[src/rtl/parity_counter_bank.sv]
// Bank of independent parity-gated up/down counters with per-channel safety flags,
// a global environment constraint and sticky first-failure bookkeeping.
// The environment-constraint output is named assume_ok because "assume" is a reserved word.
module parity_counter_bank #(
  parameter int unsigned WIDTH     = 8,
  parameter int unsigned CHANNELS  = 4,
  parameter int unsigned CIDX_W    = 2,
  parameter int unsigned BAD_VALUE = 25,
  parameter int unsigned LIMIT     = 50,
  parameter int unsigned SATURATE  = 0
) (
  input  logic                      clk,
  input  logic                      rst,
  input  logic [CHANNELS-1:0]       x,
  input  logic [CHANNELS-1:0]       dir,
  input  logic [CHANNELS-1:0]       clr,
  output logic [CHANNELS*WIDTH-1:0] count,
  output logic [CHANNELS-1:0]       valid,
  output logic                      assume_ok,
  output logic                      fail,
  output logic [CIDX_W-1:0]         fail_chan,
  output logic [7:0]                viol_cnt
);

  localparam logic [WIDTH-1:0] CNT_MAX = '1;

  logic [CHANNELS-1:0] below_limit;
  logic                viol;
  logic [CIDX_W-1:0]   first_bad;

  for (genvar i = 0; i < CHANNELS; i++) begin : g_chan
    logic [WIDTH-1:0] cnt;
    logic             ena;

    assign ena = (x[i] == ^cnt);

    always_ff @(posedge clk or posedge rst) begin
      if (rst) begin
        cnt <= '0;
      end else if (clr[i]) begin
        cnt <= '0;
      end else if (ena) begin
        if (!dir[i]) begin
          if (!(SATURATE != 0 && cnt == CNT_MAX)) cnt <= cnt + 1'b1;
        end else begin
          if (!(SATURATE != 0 && cnt == '0)) cnt <= cnt - 1'b1;
        end
      end
    end

    // Compares are done at 32 bits so out-of-range BAD_VALUE/LIMIT never alias.
    assign count[i*WIDTH +: WIDTH] = cnt;
    assign valid[i]                = (32'(cnt) != BAD_VALUE);
    assign below_limit[i]          = (32'(cnt) < LIMIT);
  end

  assign assume_ok = &below_limit;
  assign viol      = assume_ok & ~&valid;

  always_comb begin
    first_bad = '0;
    for (int i = int'(CHANNELS) - 1; i >= 0; i--) begin
      if (!valid[i]) first_bad = CIDX_W'(i);
    end
  end

  always_ff @(posedge clk or posedge rst) begin
    if (rst) begin
      fail      <= 1'b0;
      fail_chan <= '0;
      viol_cnt  <= '0;
    end else if (viol) begin
      if (!fail) begin
        fail      <= 1'b1;
        fail_chan <= first_bad;
      end
      if (viol_cnt != 8'hFF) viol_cnt <= viol_cnt + 8'd1;
    end
  end

endmodule

[config.mk]
export PLATFORM = sky130hd
export DESIGN_NAME = parity_counter_bank
export DESIGN_NICKNAME = d
export VERILOG_FILES = /design/src/rtl/parity_counter_bank.sv
export SDC_FILE = /design/constraint.sdc
export NUM_CORES = 1
export LEC_CHECK = 0
export BUFFER_PORTS_ARGS = -buffer_cell sky130_fd_sc_hd__buf_2
export CORE_MARGIN = 2
export CORE_UTILIZATION = 28
export DETAILED_ROUTE_END_ITERATION = 7
export HOLD_SLACK_MARGIN = 0.03
export PLACE_DENSITY = 0.5
export SLEW_MARGIN = 5
export SYNTH_ARGS = -nofsm -noshare
export SYNTH_HDL_FRONTEND = slang
export SYNTH_SLANG_ARGS = --single-unit
export TNS_END_PERCENT = 100
[constraint.sdc]
create_clock -name clk -period 2.9 [get_ports clk]
set_input_delay 0.435 -clock clk [delete_from_list [all_inputs] [get_ports clk]]
set_output_delay 0.435 -clock clk [all_outputs]
set_load 0.02 [all_outputs]
After elaboration in Yosys (flattened, before gate mapping)
Cells that the tools add are included.
W data, S select, Z words.
{ "word_totals": {"in_bits": 14, "regBits": 43, "elab_cells": 60, "out_inout_bits": 48} }
{ "op_classes": {"addsub": 9, "bitwise": 2, "muxes": 16, "eq_ne": 9, "reduce_logical": 13, "order_cmp": 4} }
{ "op_table": {"columns": ["operator", "count"], "rows": [
  ["$mux W8", 12],
  ["$add A8 B1 Y8 const B", 5],
  ["$lt A8 B6 Y1 const B", 4],
  ["$ne A8 B5 Y1 const B", 4],
  ["$reduce_xor A8 Y1", 4],
  ["$sub A8 B1 Y8 const B", 4],
  ["$mux W2", 4],
  ["$ne A8 B8 Y1 const B", 1],
  ["$reduce_and A4 Y1", 2],
  ["$reduce_bool A2 Y1", 4],
  ["$eq A1 B1 Y1", 4],
  ["$reduce_and A2 Y1", 2],
  ["$and A1 B1 Y1", 1],
  ["$logic_not A1 Y1", 1],
  ["$not A1 Y1", 1]
]} }

Depth between registers and ports, before layout
{ "depth": {"depth_word": 5, "ltp_mapped": 8} }

Worst setup path after synthesis
OpenSTA, ideal clock, no wires.
{ "synth_timing": {"path_kind": "register to register", "start": "reg g_chan[0].cnt[2]", "end": "reg viol_cnt[1]", "stages_incl_launch_ff": 9, "t_arrival_ps": 1989, "period_less_slack_ps": 2114, "setup_ps": 125, "n_path_buf": 1, "slack_ps": 786, "path_cell_list": "dfrtp_1 inv_1 ha_1 nand4_1 nand4_1 and2_1 buf_2 nand2_1 mux2_2"} }
{ "synth_between": {"elab_chain_len": 5, "word_cells_on_any_way": 7, "cone_classes": "order compare: 1; eq/ne: 1; bitwise: 1; reduce/logical: 4"} }
{ "synth_lines": {"columns": ["element", "line", "text"], "rows": [
  ["from (decl)", "32", "logic [WIDTH-1:0] cnt;"],
  ["from (signal assigned)", "44", "if (!(SATURATE != 0 && cnt == CNT_MAX)) cnt <= cnt + 1'b1;"],
  ["from (signal assigned)", "46", "if (!(SATURATE != 0 && cnt == '0)) cnt <= cnt - 1'b1;"],
  ["$ne A8 B5 Y1", "53", "assign valid[i] = (32'(cnt) != BAD_VALUE);"],
  ["named net valid[0]", "18", "output logic [CHANNELS-1:0] valid,"],
  ["$reduce_and A4 Y1", "58", "assign viol = assume_ok & ~&valid;"],
  ["$logic_not A1 Y1", "58", null],
  ["$and A1 B1 Y1", "58", null],
  ["$reduce_and A2 Y1 (no source line)", null, null],
  ["to (signal assigned)", "77", "if (viol_cnt != 8'hFF) viol_cnt <= viol_cnt + 8'd1;"],
  ["to (decl)", "22", "output logic [7:0] viol_cnt"]
]} }
The timed path passes the listed nets, and every way through them passes these cells.
A chain may end at the register's enable or synchronous reset.

Worst setup path after layout
{ "layout_timing": {"start": "reg g_chan[0].cnt[2]", "end": "out assume_ok"} }
{ "layout_between": {"elab_chain_len": 2} }
{ "layout_lines": {"columns": ["element", "line", "text"], "rows": [
  ["$lt A8 B6 Y1", "54", "assign below_limit[i] = (32'(cnt) < LIMIT);"],
  ["$reduce_and A4 Y1", "57", "assign assume_ok = &below_limit;"],
  ["to (decl)", "19", "output logic assume_ok,"]
]} }
No other way between the ends.

==> metrics.yaml <==
via_per_inst: 4.70
syn_area_um2: 3960
grt_antenna_before_repair: 0
cts_tree: "yes"
cts_buffers: 5
htree_num_levels: 2
grt_max_degree: 44
yosys-top-cells-count: "ha_1, dfrtp_1, nor2_1, inv_1, nand2_1"
drc: 0
clk_path_buf_depth: 2
crit_chain: "inv_1, ha_1, a21boi_0, o22ai_1, nor4_4, buf_2"
rrSetupSlack_ps: 410
period_share: 0.861
overflow: 0
dieArea_um2: 15100
cts_root_buf: "clkbuf_16"
maxSlewHeadroom: 0.347
setup_tns_ps: 0
cellLeakagePower_nw: 2.24
fmax_mhz: 400
cts_hold_buffers: 0
cts.repair.resized: 0
ant_nets: 0
vias: 3141
start_kind: "register"
synth-simple-area-share: 0.180
ys_dominant_reg_cell: "dfrtp_1"
slew_viol_final: 0
critPathRequiredTime_ps: 2470
nNetsFinal: 562
grtUsageTotal: 0.129
core_um2: 13800
wl_per_cell_um: 13.9
startpoint: "g_chan[0].cnt[2]"
cp_max_fo: 5
synth_top_family_by_area: "adder cells"
netlist_instances: 427
p_per_area_nw_per_um2: 1220
drive_gt1_frac: 0.182
synth_seq_cells: 43
nFillCells: 1470
yosys.area.top_type: "dfrtp_1"
die_height_um: 123
drtIter0Drc: 93
worstPathArrival_ps: 2060
hpwl_mm: 7.43
reg2regPathDepth: 6
synth_cell_type_count: 50
clk_latency_ps: 280
grt_pass1_vias: 3160
min-delay-path-class: "in -> async"
postCtsSetupBuffers: 0
ioPinCount: 62
port_buffers: 61
tightestPinTransition_ps: 973
maxCapViolCount: 0
setup_violations: 0
seq_area_um2: 1080
criticalPathCategory: "reg -> out"
synthMostInstantiatedCell: "ha_1"
final_hold_viol_count: 0
synth_warnings: 0
clock-sinks: 43
cp_slowest_stage_delay_ps: 450
finClkSkew_ps: 5.86
path_clk_slew_ps: 60
drt_wl_total_mm: 9.28
cp-end-kind: "primary output"
synthXorXnorAreaFrac: 0.112
crit_family: "simple AND/OR/NAND/NOR gates"
dpl_worst_slack_ps: 362
synthArstFlopShare: 1.00
muxShareOfSynthArea: 0.0417
die_w_um: 123
num_rows: 43
ir_worst_vdd_uv: 394
rsz0062_at_grt: "false"
multi_input_area_um2: 2710
diodes: 0
period_needed_ps: 2500
synth_nets: 501
routabilityCongestion: 0.784
slowest_stage: "nor4_4"
first_pass_iters: 4
worstReg2RegEnd: "g_chan[2].cnt[7]"
r2r_start: "g_chan[2].cnt[0]"
synth_top_area_frac: 0.272
avgSynthCellArea_um2: 9.27
synth_compound_area_frac: 0.153
setup_ws_ps: 403
netlist_top_cells_area: "dfrtp_1, ha_1, xnor2_1, nor2_1, inv_1"
synth-edff-count: 0
status: "completed"
path_buf_inv: 2
floorplan.initialDensity: 0.286
synthAdderAreaFrac: 0.197
yosysSeqAreaShare: 0.272
area.growth.synth_to_final_pct: 16.9
grt_pass1_wl_mm: 15.5
[kinds of logic after synthesis]
logic type	Yosys count
simple gates	140
compound gates	91
fa+ha+maj	60
buf+inv	43
flops	43
xor+xnor	34
mux	16
[worst max-delay path by stage]
stage	end	slack (ps)	cells after the start
6_report	assume_ok	400	6
5_1_grt	g_chan[2].cnt[7]	170	6
4_1_cts	assume_ok	320	6
3_5_place_dp	g_chan[2].cnt[7]	360	6
3_3_place_gp	g_chan[2].cnt[7]	430	6
2_1_floorplan	viol_cnt[1]	790	8
[where the power goes]
group / switching (mW) / internal [mW] / total [mW]
clock: 0.240 / 0.429 / 0.668
combinational: 2.21 / 1.75 / 3.96
sequential: 0.223 / 0.797 / 1.02
[flip-flops by register name (all words and copies together), names as in the netlist]
register	count
fail	1
fail_chan	2
g_chan.cnt	32
viol_cnt	8
[area by class of cell]
| type | instances | area share |
|---|---|---|
| inverters | 35 | 0.0284 |
| multi-input cells | 341 | 0.585 |
| repair buffers | 62 | 0.0676 |
| well taps | 180 | 0.0487 |
| flip-flops and latches | 43 | 0.232 |
| clock inverters | 2 | 0.00757 |
| clock buffers | 6 | 0.0300 |
[metal layers]
metal | wire length, um | GRT usage
met5 | 0 | 0
met4 | 78 | 0.0259
met3 | 401 | 0.0281
met2 | 4300 | 0.216
met1 | 4500 | 0.171
[through the flow]
step | area [um^2] | hold WS, ps | cells | util | power (mW)
5_1_grt | 4630 | 425 | 669 | 0.335 | 6.25
4_1_cts | 4630 | 419 | 669 | 0.335 | 5.76
3_3_place_gp | 4450 | 487 | 661 | 0.322 | 5.01
6_report | 4630 | 376 | 669 | 0.335 | 5.65
2_1_floorplan | 3960 | 595 | 427 | - | 4.28
3_5_place_dp | 4450 | 495 | 661 | 0.322 | 5.06
[cells in the final DEF, fill, tap and decap left out, types with 3 or more instances in the layout]
master / instances
nand3_1: 12
clkbuf_16: 5
nor3_1: 4
mux2i_1: 12
xnor2_4: 4
nand2b_1: 16
o21ai_0: 19
xor2_1: 4
nor2_1: 37
o31ai_1: 4
dfrtp_1: 43
a211oi_1: 6
xnor2_1: 22
buf_2: 61
a211oi_2: 4
nand2_1: 35
or3_1: 5
and2_1: 5
a21boi_0: 3
nand4_1: 8
a21o_1: 11
mux2_2: 4
ha_1: 56
nor2b_1: 5
fa_1: 4
a21oi_1: 26
inv_1: 34
Power figures use the tool's default switching activity.
